**src/rtl/cpu_types.sv**
```systemverilog
// Shared word width and RAM status encoding for the cache/RAM path.
package cpu_types;
    localparam int WORD_W = 32;

    typedef logic [WORD_W-1:0] word_t;

    typedef enum logic [1:0] {
        FREE   = 2'd0,
        BUSY   = 2'd1,
        ACCESS = 2'd2,
        ERROR  = 2'd3
    } ramstate_t;
endpackage

```
**src/rtl/cache_mem_ctrl_if.sv**
```systemverilog
// Cache request / RAM bus bundle. slave = memory controller, master = caches plus RAM.
interface cache_mem_ctrl_if;
    import cpu_types::*;

    logic        dREN;
    logic        dWEN;
    word_t       daddr;
    word_t       dstore;
    logic        dwait;
    word_t       dload;

    logic        iREN;
    word_t       iaddr;
    logic        iwait;
    word_t       iload;

    logic        ramREN;
    logic        ramWEN;
    word_t       ramaddr;
    word_t       ramstore;
    word_t       ramload;
    ramstate_t   ramstate;

    logic [15:0] err_cnt;

    modport slave (
        input  dREN, dWEN, daddr, dstore, iREN, iaddr, ramload, ramstate,
        output dwait, dload, iwait, iload, ramREN, ramWEN, ramaddr, ramstore, err_cnt
    );

    modport master (
        output dREN, dWEN, daddr, dstore, iREN, iaddr, ramload, ramstate,
        input  dwait, dload, iwait, iload, ramREN, ramWEN, ramaddr, ramstore, err_cnt
    );
endinterface

```
**src/rtl/cache_mem_ctrl.sv**
```systemverilog
// Memory-side responder: arbitrates dcache/icache word requests onto one RAM port and
// returns load data with a single-cycle wait drop on completion.
module cache_mem_ctrl
    import cpu_types::*;
#(
    parameter int unsigned STARVE_MAX = 4,
    parameter word_t       ERR_WORD   = 32'hBAD1BAD1
) (
    input logic             CLK,
    input logic             RST,
    cache_mem_ctrl_if.slave bus
);
    typedef enum logic [1:0] {
        IDLE,
        DSERVE,
        ISERVE
    } state_t;

    state_t      state_q;
    state_t      grant_d;
    logic [2:0]  starve_q;
    logic [15:0] err_cnt_q;

    logic        d_req;
    logic        starved;
    logic        ram_done;
    logic        serving_d;
    logic        serving_i;
    word_t       load_word;

    assign d_req     = bus.dREN | bus.dWEN;
    assign starved   = bus.iREN && (starve_q == 3'(STARVE_MAX));
    assign ram_done  = (bus.ramstate == ACCESS) || (bus.ramstate == ERROR);
    // A served requester that drops its enables aborts: everything keys off these.
    assign serving_d = (state_q == DSERVE) && d_req;
    assign serving_i = (state_q == ISERVE) && bus.iREN;
    assign load_word = (bus.ramstate == ERROR) ? ERR_WORD : bus.ramload;

    always_comb begin
        grant_d = IDLE;
        if (d_req && !starved) begin
            grant_d = DSERVE;
        end else if (bus.iREN) begin
            grant_d = ISERVE;
        end
    end

    always_ff @(posedge CLK or posedge RST) begin
        if (RST) begin
            state_q   <= IDLE;
            starve_q  <= '0;
            err_cnt_q <= '0;
        end else begin
            unique case (state_q)
                IDLE:    state_q <= grant_d;
                DSERVE:  if (!serving_d || ram_done) state_q <= IDLE;
                ISERVE:  if (!serving_i || ram_done) state_q <= IDLE;
                default: state_q <= IDLE;
            endcase

            if (!bus.iREN) begin
                starve_q <= '0;
            end else if (state_q == IDLE && grant_d == DSERVE) begin
                starve_q <= starve_q + 3'd1;
            end else if (state_q == IDLE && grant_d == ISERVE) begin
                starve_q <= '0;
            end

            if ((serving_d || serving_i) && bus.ramstate == ERROR && err_cnt_q != 16'hFFFF) begin
                err_cnt_q <= err_cnt_q + 16'd1;
            end
        end
    end

    // FREE while serving simply falls through as "not done", i.e. behaves like BUSY.
    always_comb begin
        bus.dwait    = 1'b1;
        bus.iwait    = 1'b1;
        bus.dload    = '0;
        bus.iload    = '0;
        bus.ramREN   = 1'b0;
        bus.ramWEN   = 1'b0;
        bus.ramaddr  = '0;
        bus.ramstore = '0;
        if (serving_d) begin
            bus.ramaddr = bus.daddr;
            if (bus.dWEN) begin
                bus.ramWEN   = 1'b1;
                bus.ramstore = bus.dstore;
            end else begin
                bus.ramREN = 1'b1;
            end
            if (ram_done) begin
                bus.dwait = 1'b0;
                bus.dload = load_word;
            end
        end
        if (serving_i) begin
            bus.ramREN  = 1'b1;
            bus.ramaddr = bus.iaddr;
            if (ram_done) begin
                bus.iwait = 1'b0;
                bus.iload = load_word;
            end
        end
    end

    assign bus.err_cnt = err_cnt_q;

endmodule

```
**src/flat_wrapper.sv**
```systemverilog
// flat-port wrapper written by rule: the top's interface ports become plain ports
module cache_mem_ctrl_flat import cpu_types::*;
#(
    parameter int unsigned STARVE_MAX = 4,
    parameter word_t       ERR_WORD   = 32'hBAD1BAD1
)
  (CLK, RST, bus_dREN, bus_dWEN, bus_daddr, bus_dstore, bus_iREN, bus_iaddr, bus_ramload, bus_ramstate, bus_dwait, bus_dload, bus_iwait, bus_iload, bus_ramREN, bus_ramWEN, bus_ramaddr, bus_ramstore, bus_err_cnt);
  cache_mem_ctrl_if bus_i ();
  input logic CLK;
  input logic RST;
  input wire logic [$bits(bus_i.dREN)-1:0] bus_dREN;
  input wire logic [$bits(bus_i.dWEN)-1:0] bus_dWEN;
  input wire logic [$bits(bus_i.daddr)-1:0] bus_daddr;
  input wire logic [$bits(bus_i.dstore)-1:0] bus_dstore;
  input wire logic [$bits(bus_i.iREN)-1:0] bus_iREN;
  input wire logic [$bits(bus_i.iaddr)-1:0] bus_iaddr;
  input wire logic [$bits(bus_i.ramload)-1:0] bus_ramload;
  input wire logic [$bits(bus_i.ramstate)-1:0] bus_ramstate;
  output wire logic [$bits(bus_i.dwait)-1:0] bus_dwait;
  output wire logic [$bits(bus_i.dload)-1:0] bus_dload;
  output wire logic [$bits(bus_i.iwait)-1:0] bus_iwait;
  output wire logic [$bits(bus_i.iload)-1:0] bus_iload;
  output wire logic [$bits(bus_i.ramREN)-1:0] bus_ramREN;
  output wire logic [$bits(bus_i.ramWEN)-1:0] bus_ramWEN;
  output wire logic [$bits(bus_i.ramaddr)-1:0] bus_ramaddr;
  output wire logic [$bits(bus_i.ramstore)-1:0] bus_ramstore;
  output wire logic [$bits(bus_i.err_cnt)-1:0] bus_err_cnt;
  assign bus_i.dREN = bus_dREN;
  assign bus_i.dWEN = bus_dWEN;
  assign bus_i.daddr = bus_daddr;
  assign bus_i.dstore = bus_dstore;
  assign bus_i.iREN = bus_iREN;
  assign bus_i.iaddr = bus_iaddr;
  assign bus_i.ramload = bus_ramload;
  assign bus_i.ramstate = bus_ramstate;
  assign bus_dwait = bus_i.dwait;
  assign bus_dload = bus_i.dload;
  assign bus_iwait = bus_i.iwait;
  assign bus_iload = bus_i.iload;
  assign bus_ramREN = bus_i.ramREN;
  assign bus_ramWEN = bus_i.ramWEN;
  assign bus_ramaddr = bus_i.ramaddr;
  assign bus_ramstore = bus_i.ramstore;
  assign bus_err_cnt = bus_i.err_cnt;
  cache_mem_ctrl #(.STARVE_MAX(STARVE_MAX), .ERR_WORD(ERR_WORD)) u_core (.CLK(CLK), .RST(RST), .bus(bus_i));
endmodule
```
**config.mk**
```make
export PLATFORM = sky130hd
export DESIGN_NAME = cache_mem_ctrl_flat
export DESIGN_NICKNAME = d
export VERILOG_FILES = /design/src/rtl/cpu_types.sv /design/src/rtl/cache_mem_ctrl_if.sv /design/src/rtl/cache_mem_ctrl.sv /design/src/flat_wrapper.sv
export SDC_FILE = /design/constraint.sdc
export NUM_CORES = 1
export LEC_CHECK = 0
export BUFFER_PORTS_ARGS = -buffer_cell sky130_fd_sc_hd__buf_2
export CAP_MARGIN = 10
export CORE_AREA = 3 3 110 112
export CTS_CLUSTER_DIAMETER = 100
export CTS_CLUSTER_SIZE = 8
export DETAILED_ROUTE_END_ITERATION = 10
export DIE_AREA = 0 0 113 115
export PLACE_DENSITY = 0.54
export SETUP_SLACK_MARGIN = 0.05
export SYNTH_ARGS = -nofsm -noshare
export SYNTH_HDL_FRONTEND = slang
export SYNTH_SLANG_ARGS = --single-unit
```
**constraint.sdc**
```tcl
create_clock -name CLK -period 2.2 [get_ports CLK]
set_clock_uncertainty 0.1 [all_clocks]
set_input_delay 0.33 -clock CLK [delete_from_list [all_inputs] [get_ports CLK]]
set_output_delay 0.33 -clock CLK [all_outputs]
set_load 0.03 [all_outputs]
```
; ---- Word-level counts from Yosys, hierarchy flattened
; Cells that the tools add are included.
[word_totals]
elab_cells = 58
output_inout_bits = 148
inputBits = 135
regBits = 21
[classes]
n_bitwise = 1
n_eq_ne = 11
n_reduce_logical = 17
add_sub_neg = 2
n_mux = 24
[op_table]
columns = cell, n
row1 = 32-bit 2-to-1 mux, 8
row2 = 16-bit by 1-bit adder with 16-bit output (second input constant), 1
row3 = 16-bit inequality test (second input constant), 1
row4 = 3-bit 2-to-1 mux, 3
row5 = 2-bit equality test (second input constant), 4
row6 = 1-bit logical AND, 8
row7 = 1-bit 2-to-1 mux, 8
row8 = 2-bit 2-to-1 mux, 4
row9 = 2-bit case mux with 3 select lines, 1
row10 = 2-bit by 1-bit equality test with 1-bit output (second input constant), 2
row11 = 1-bit logical OR, 4
row12 = 2-bit inequality test (second input constant), 2
row13 = 3-bit by 1-bit adder with 3-bit output (second input constant), 1
row14 = 3-bit equality test (second input constant), 1
row15 = 1-bit zero test, 3
row16 = 3-bit by 1-bit inequality test with 1-bit output (second input constant), 1
row17 = 2-bit zero test, 1
row18 = 2-bit AND reduction, 1
row19 = 1-bit bitwise OR, 1

; ---- Longest topological paths before layout
; Gate-level depths: netlist of run 1.
[depth]
depth_word = 10
mapped_depth = 7
depth_no_buf = 6

; ---- Worst setup path before layout of run 1
; No wires, ideal clock.
[synth_timing]
path_kind = register to output
startpoint = reg u_core.state_q[1]
endpoint = out bus_dload[15]
path_stages_with_launch = 8
t_required_ns = 1.770
arrival_time_ns = 1.707
n_path_buf = 3
path_slack_ns = 0.063
cell_sequence = dfrtp_1 buf_6 o21bai_4 nor2_1 buf_2 nand2_2 buf_2 nor2_1
[synth_via]
elab_chain_cells = 3
[synth_rtl]
columns = item, line
row1 = start: declaration, cache_mem_ctrl.sv:19  ; state_t state_q;
row2 = start signal: assignment, cache_mem_ctrl.sv:55  ; IDLE: state_q <= grant_d;
row3 = 2-bit by 1-bit equality test with 1-bit output, cache_mem_ctrl.sv:35  ; assign serving_d = (state_q == DSERVE) && d_req;
row4 = 1-bit logical AND, cache_mem_ctrl.sv:35
row5 = 32-bit 2-to-1 mux, cache_mem_ctrl.sv:85  ; if (serving_d) begin
row6 = end: declaration, flat_wrapper.sv:20  ; output wire logic [$bits(bus_i.dload)-1:0] bus_dload;
; Every way passes these cells.

; ---- Worst setup path after layout of run 1
[layout_timing]
startpoint = reg u_core.state_q[1]
endpoint = out bus_dload[30]
; The elaborated chain is that of the path after synthesis.

==> results.ini, run 1 <==
[status]
status = completed

[setup_path]
critPathBufInv = 2
cp.arrival_ps = 1640
path_cells = o21bai_4, nor2_4, buf_12, and3_1, buf_2
reg2regPathDepth = 6
end_kind = primary output
rr_startpoint = u_core.bus.err_cnt[0]$_DFFE_PP0P_
cpMaxStageDelayCell = dfrtp_1
path_delay_family = buffers and inverters
reg2reg_slack_ps = 320
start_kind = flip-flop
r2r-end = u_core.bus.err_cnt[7]$_DFFE_PP0P_
crit_type = flip-flop to primary output
max_stage_delay_ps = 390
cp.required_ps = 1770
worstPathMaxFanout = 46

[cts]
cts.hold.buffers_added = 0
h-tree-depth = 1
cts.path.max_buffers = 2
cts_root_buf = clkbuf_16
clkSlewWorstSetupHoldPaths_ps = 60
cts_tree = built
cts_buffers = 3
cts_sinks = 21
clock_latency_ps = 250

[drt]
route.detailed.drc = 0
dr.first_iter.drc_count = 242
num_vias = 3131
drt_wl_total_um = 11440
first_pass_iters = 4
via_per_inst = 4.499
wl_per_cell_um = 16.43
ant_nets = 0

[synth]
ys_top_cells_by_count = nor2_1 (62), and2_1 (34), a22o_1 (32)
syn_avg_cell_area_um2 = 7.644
syn_inst = 275
synth.top_cell.area_share = 0.2500
yosys_warnings = 0
synth_top_family_by_area = simple AND/OR/NAND/NOR gates
ys_seq_area_frac = 0.2500
synth-compound-area-share = 0.1774
synth.most_common_cell = nor2_1
synth_fa_ha_area_frac = 0.01786
synth_nets = 413
synth.mux.area_fraction = 0.01250
synth_area_leader_cell = dfrtp_1
synth_area_leaders = dfrtp_1 (25%), a22o_1 (13%), nor2_1 (11%)
synth_edf_count = 0
synth-async-reset-ratio = 1.000
synth.distinct_cells = 36
syn_area_um2 = 2102
synth_xor_area_frac = 0.05833
yosys.area_share.simple = 0.4315
synth_seq_cells = 21
synth_flop_cell = dfrtp_1

[timing]
tightest_slew_ps = 810.0
setup_viol = 0
max_freq_ghz = 0.4825
slew_violations = 0
rsz0062_at_grt = yes
layout_min_cycle_time_ps = 2073
finalHoldViolCount = 0
post-route-period-util = 0.9421
final.setup.tns_ps = 0
maxSlewHeadroom = 0.4594
hold_slack_ps = 127.4
setup_ws_ps = 127.4

[hold_path]
hp-class = input port to asynchronous set/reset pin

[floorplan]
start_util = 0.1857
fp-row-count = 39
die_w_um = 113
ioPinCount = 283
dieArea_um2 = 13000
core-area_um2 = 11320
die_y_um = 115

[placed_design]
routabilityCongestion = 0.8679
dp_slack_ps = 239.9
dp_hpwl_um = 9826
port-buffer-count = 282

[final_layout]
drive_gt1_frac = 0.5655
fin_util = 0.3395
nFillCells = 1245
final_nets = 689
syn2layout_area_growth_pct = 82.86

[flow_run]
cap_violations = 0

[pwr]
p_per_area_nw_per_um2 = 706.2
finalPower_mw = 2.714
ir_drop_mv = 0.3054
p_leak_nw = 2.456

[global_routing]
grt_pass1_wl_um = 16350
grtUsageTotal = 0.1572
grt_pass1_vias = 2850
grt_max_degree = 47
antenna_found_initial = 3
grt_overflow = 0

-- power breakdown --
part / leakage [nW] / internal (mW) / switching [mW] / total, mW
registers: 0.284 / 0.442 / 0.0659 / 0.507
logic: 2.14 / 0.636 / 1.19 / 1.82
clock network: 0.0371 / 0.246 / 0.138 / 0.384
-- how the worst max path moves through the flow --
stage                     slack, ps          endpoint                     startpoint  depth (start not counted)
after global placement          250  bus_ramstore[10]  u_core.state_q[0]$_DFFE_PP0P_                          6
final                           130     bus_dload[30]  u_core.state_q[1]$_DFFE_PP0P_                          5
after CTS                       100  bus_ramstore[31]  u_core.state_q[1]$_DFFE_PP0P_                          5
after detailed placement        240  bus_ramstore[31]  u_core.state_q[0]$_DFFE_PP0P_                          6
after floorplan                  60     bus_dload[15]  u_core.state_q[1]$_DFFE_PP0P_                          7
after global routing             30      bus_dload[3]  u_core.state_q[1]$_DFFE_PP0P_                          5
-- layout by cell type (no fill, tap or decap), drive strengths merged --
cell / netlist / final
nand2: 13 / 13
nor2b: 1 / 1
ha: 3 / 3
mux2: 2 / 2
nand3b: 1 / 1
clkbuf: 11 / 5
o21ai: 7 / 7
diode: 0 / 3
nor4b: 1 / 1
buf: 10 / 290
or2: 1 / 1
o31ai: 1 / 1
dfrtp: 21 / 21
and4: 3 / 3
nand4: 7 / 7
nor3: 3 / 3
clkinvlp: 0 / 1
xor2: 5 / 5
nand3: 7 / 7
and3: 30 / 30
a22o: 32 / 32
and2: 34 / 34
nor4: 1 / 1
nor2: 62 / 62
o21bai: 1 / 1
nor3b: 2 / 2
nand2b: 1 / 1
xnor2: 9 / 9
o211ai: 1 / 1
a21boi: 1 / 1
inv: 4 / 4
-- area by class of cell --
cell class | instances | area (µm²) | share of cell area
Inverter | 4 | 15.01 | 0.003906
Timing Repair Buffer | 292 | 1548 | 0.4027
Clock buffer | 3 | 75.07 | 0.01953
Tap cell | 143 | 178.9 | 0.04655
Clock inverter | 1 | 7.507 | 0.001953
Sequential cell | 21 | 525.5 | 0.1367
Antenna cell | 3 | 7.507 | 0.001953
Multi-Input combinational cell | 229 | 1486 | 0.3867
-- what timing repair did --
item	in CTS	in global routing
setup buffers	1	1
endpoints found under the setup margin	82	27
gates cloned	0	1
pin swaps	1	1
gates resized for setup	2	3
-- per-layer routing --
layer  track usage  vias to the layer above  part of all wire
met2        0.2255                      143              0.44
li1              -                     1515                 -
met1        0.2473                     1459              0.47
met4       0.02404                        4            0.0073
met5             0                        -            0.0022
met3       0.02737                       10             0.072
-- worst reg2reg max path, cell delays in order, from the launching register on --
cell and delay [ps]:
dfrtp_1 430, ha_1 230, nand3_1 150, nor4_4 80, nor4b_4 460, nand4_1 170, xnor2_1 150
-- cells by family after synthesis --
kind of cell,after synthesis
mux,2
fa+ha+maj,3
simple gates,167
flops,21
buf+inv,25
compound gates,43
xor+xnor,14
-- flip-flops by register name, indices dropped and copies added (netlist names) --
name	count
u_core.bus.err_cnt	16
u_core.starve_q	3
u_core.state_q	2
-- through the flow --
stage                     area, µm²  std cells
after floorplan                2102        275
after global placement         3695        686
after detailed placement       3695        686
after CTS                      3792        691
after global routing           3836        693
final                          3844        696
Power figures use the tool's default switching activity.
==> run 2: changes to the inputs <==
Settings changed: CTS_BUF_LIST from default to sky130_fd_sc_hd__clkbuf_4 sky130_fd_sc_hd__clkbuf_8, SLEW_MARGIN from default to 20.
==> run 2 against run 1 <==
Effect of this change:
- final cell count grew 0.43%
- utilization grew 0.63 points
- wire length grew 2.5%
- non-clock buffer count grew 4
- sequential cell count is the same
- highest routed layer unchanged
==> results.ini, run 2 (synthesized netlist as in run 1, its figures left out) <==
[status]
status = completed

[pwr]
p_per_area_nw_per_um2 = 698.0
ir_drop_mv = 0.3230
p_comb_frac = 0.720
p_leak_nw = 2.484
power_frac_clock = 0.095
seqPwrFrac = 0.185
finalPower_mw = 2.733
switching_share = 0.5202
net-switching-power_mw = 1.422
p_int_mw = 1.311

[cts]
cts_buffers = 3
cts_root_buf = clkbuf_8
cts.hold.buffers_added = 0
h-tree-depth = 1
clkSlewWorstSetupHoldPaths_ps = 90
cts_sinks = 21
cts.path.max_buffers = 2
cts_tree = built
clock_latency_ps = 270

[global_routing]
antenna_found_initial = 3
grt_pass1_vias = 2859
grt_max_degree = 47
grt_overflow = 0
grtUsageTotal = 0.1574
grt_pass1_wl_um = 16390

[setup_path]
end_kind = primary output
cp.arrival_ps = 1660
worstPathMaxFanout = 23
start_kind = flip-flop
crit_type = flip-flop to primary output
cp.required_ps = 1770
reg2regPathDepth = 6

[timing]
post-route-period-util = 0.9506
tightest_slew_ps = 813.6
rsz0062_at_grt = yes
setup_viol = 0
hold_slack_ps = 109.2
maxSlewHeadroom = 0.4570
layout_min_cycle_time_ps = 2091
finalHoldViolCount = 0
max_freq_ghz = 0.4782
final.setup.tns_ps = 0
slew_violations = 0

[final_layout]
largest_reg_flops = 16
final_nets = 693
finalNonFillerCells = 699
nFillCells = 1245
final_cell_mix = buf_2 (276), nor2_1 (61), and2_1 (34)
drive_gt1_frac = 0.5686
syn2layout_area_growth_pct = 86.25
layout_commonest_cell = buf_2

[drt]
wl_per_cell_um = 16.77
dr.first_iter.drc_count = 248
ant_nets = 0
num_vias = 3163
drt_wl_total_um = 11720
route.detailed.drc = 0
first_pass_iters = 4
via_per_inst = 4.525

[placed_design]
routabilityCongestion = 0.8679
port-buffer-count = 282
dp.cells = 686
dp_hpwl_um = 9826

[flow_run]
cap_violations = 0

[floorplan]
dieArea_um2 = 13000
ioPinCount = 283
core-area_um2 = 11320
die_w_um = 113
start_util = 0.1857
fp-row-count = 39
die_y_um = 115

[hold_path]
hp-class = input port to asynchronous set/reset pin

## run 2: cell types whose count changed in the layout (fill, tap and decap cells not counted), sizes merged
| cell | before | now |
|---|---|---|
| clkbuf | 5 | 11 |
| diode | 3 | 2 |
| buf | 290 | 288 |
## run 2: power by group through the flow
stage / Clock (mW) / Combinational [mW] / Sequential (mW)
finish: 0.258 / 1.97 / 0.507
global route: 0.294 / 2.09 / 0.518
CTS: 0.269 / 1.80 / 0.508
detailed placement: 0 / 1.77 / 0.521
global placement: 0 / 1.76 / 0.520
floorplan: 0 / 1.11 / 0.581
## run 2: cell type report
class	count	area (µm²)	share of cell area
multi-input cells	229	1486	0.3797
repair buffers	296	1655	0.4228
flip-flops and latches	21	525.5	0.1342
well taps	143	178.9	0.04570
inverters	4	15.01	0.003835
clock inverters	1	7.507	0.001918
clock buffers	3	41.29	0.01055
diodes	2	5.005	0.001278
## run 2: path summary, 6_finish.rpt
| kind | start | to | slack (ps) |
|---|---|---|---|
| max | u_core.state_q[1]$_DFFE_PP0P_ | bus_ramaddr[4] | 110 |
| min in group CLK | bus_iREN | u_core.starve_q[0]$_DFFE_PP0P_ | 290 |
| min reg2reg | u_core.bus.err_cnt[15]$_DFFE_PP0P_ | u_core.bus.err_cnt[15]$_DFFE_PP0P_ | 390 |
| max reg2reg | u_core.bus.err_cnt[0]$_DFFE_PP0P_ | u_core.bus.err_cnt[7]$_DFFE_PP0P_ | 320 |
| max in group asynchronous | RST | u_core.bus.err_cnt[15]$_DFFE_PP0P_ | 1370 |
| min | RST | u_core.bus.err_cnt[13]$_DFFE_PP0P_ | 110 |
## run 2: through the flow
step	util	area (µm²)	worst slack, ps
6_report	0.3458	3915	108.6
3_3_place_gp	0.3264	3695	251.7
2_1_floorplan	-	2102	62.76
5_1_grt	0.3454	3910	25.49
3_5_place_dp	0.3264	3695	239.9
4_1_cts	0.3320	3759	86.78
## run 2: worst max-delay path, cell delays in order (launching register included)
cell       delay [ps]
dfrtp_1           400
o21bai_4          210
nor2_4            130
buf_12            140
clkbuf_16         190
a22o_1            140
buf_2             190
## run 2: repair_timing
item | in CTS | in global routing
buffers inserted | 1 | 2
endpoints found under the setup margin | 92 | 50
cloned | 0 | 4
pin swaps | 1 | 2
gates resized for setup | 2 | 10
## run 2: routing by layer
metal  vias to the layer above  track usage  part of all wire
met5                         -            0            0.0021
met4                         4      0.02163            0.0057
met3                         8      0.02737             0.069
met2                       149       0.2263              0.44
met1                      1482       0.2482              0.48
li1                       1520            -                 -
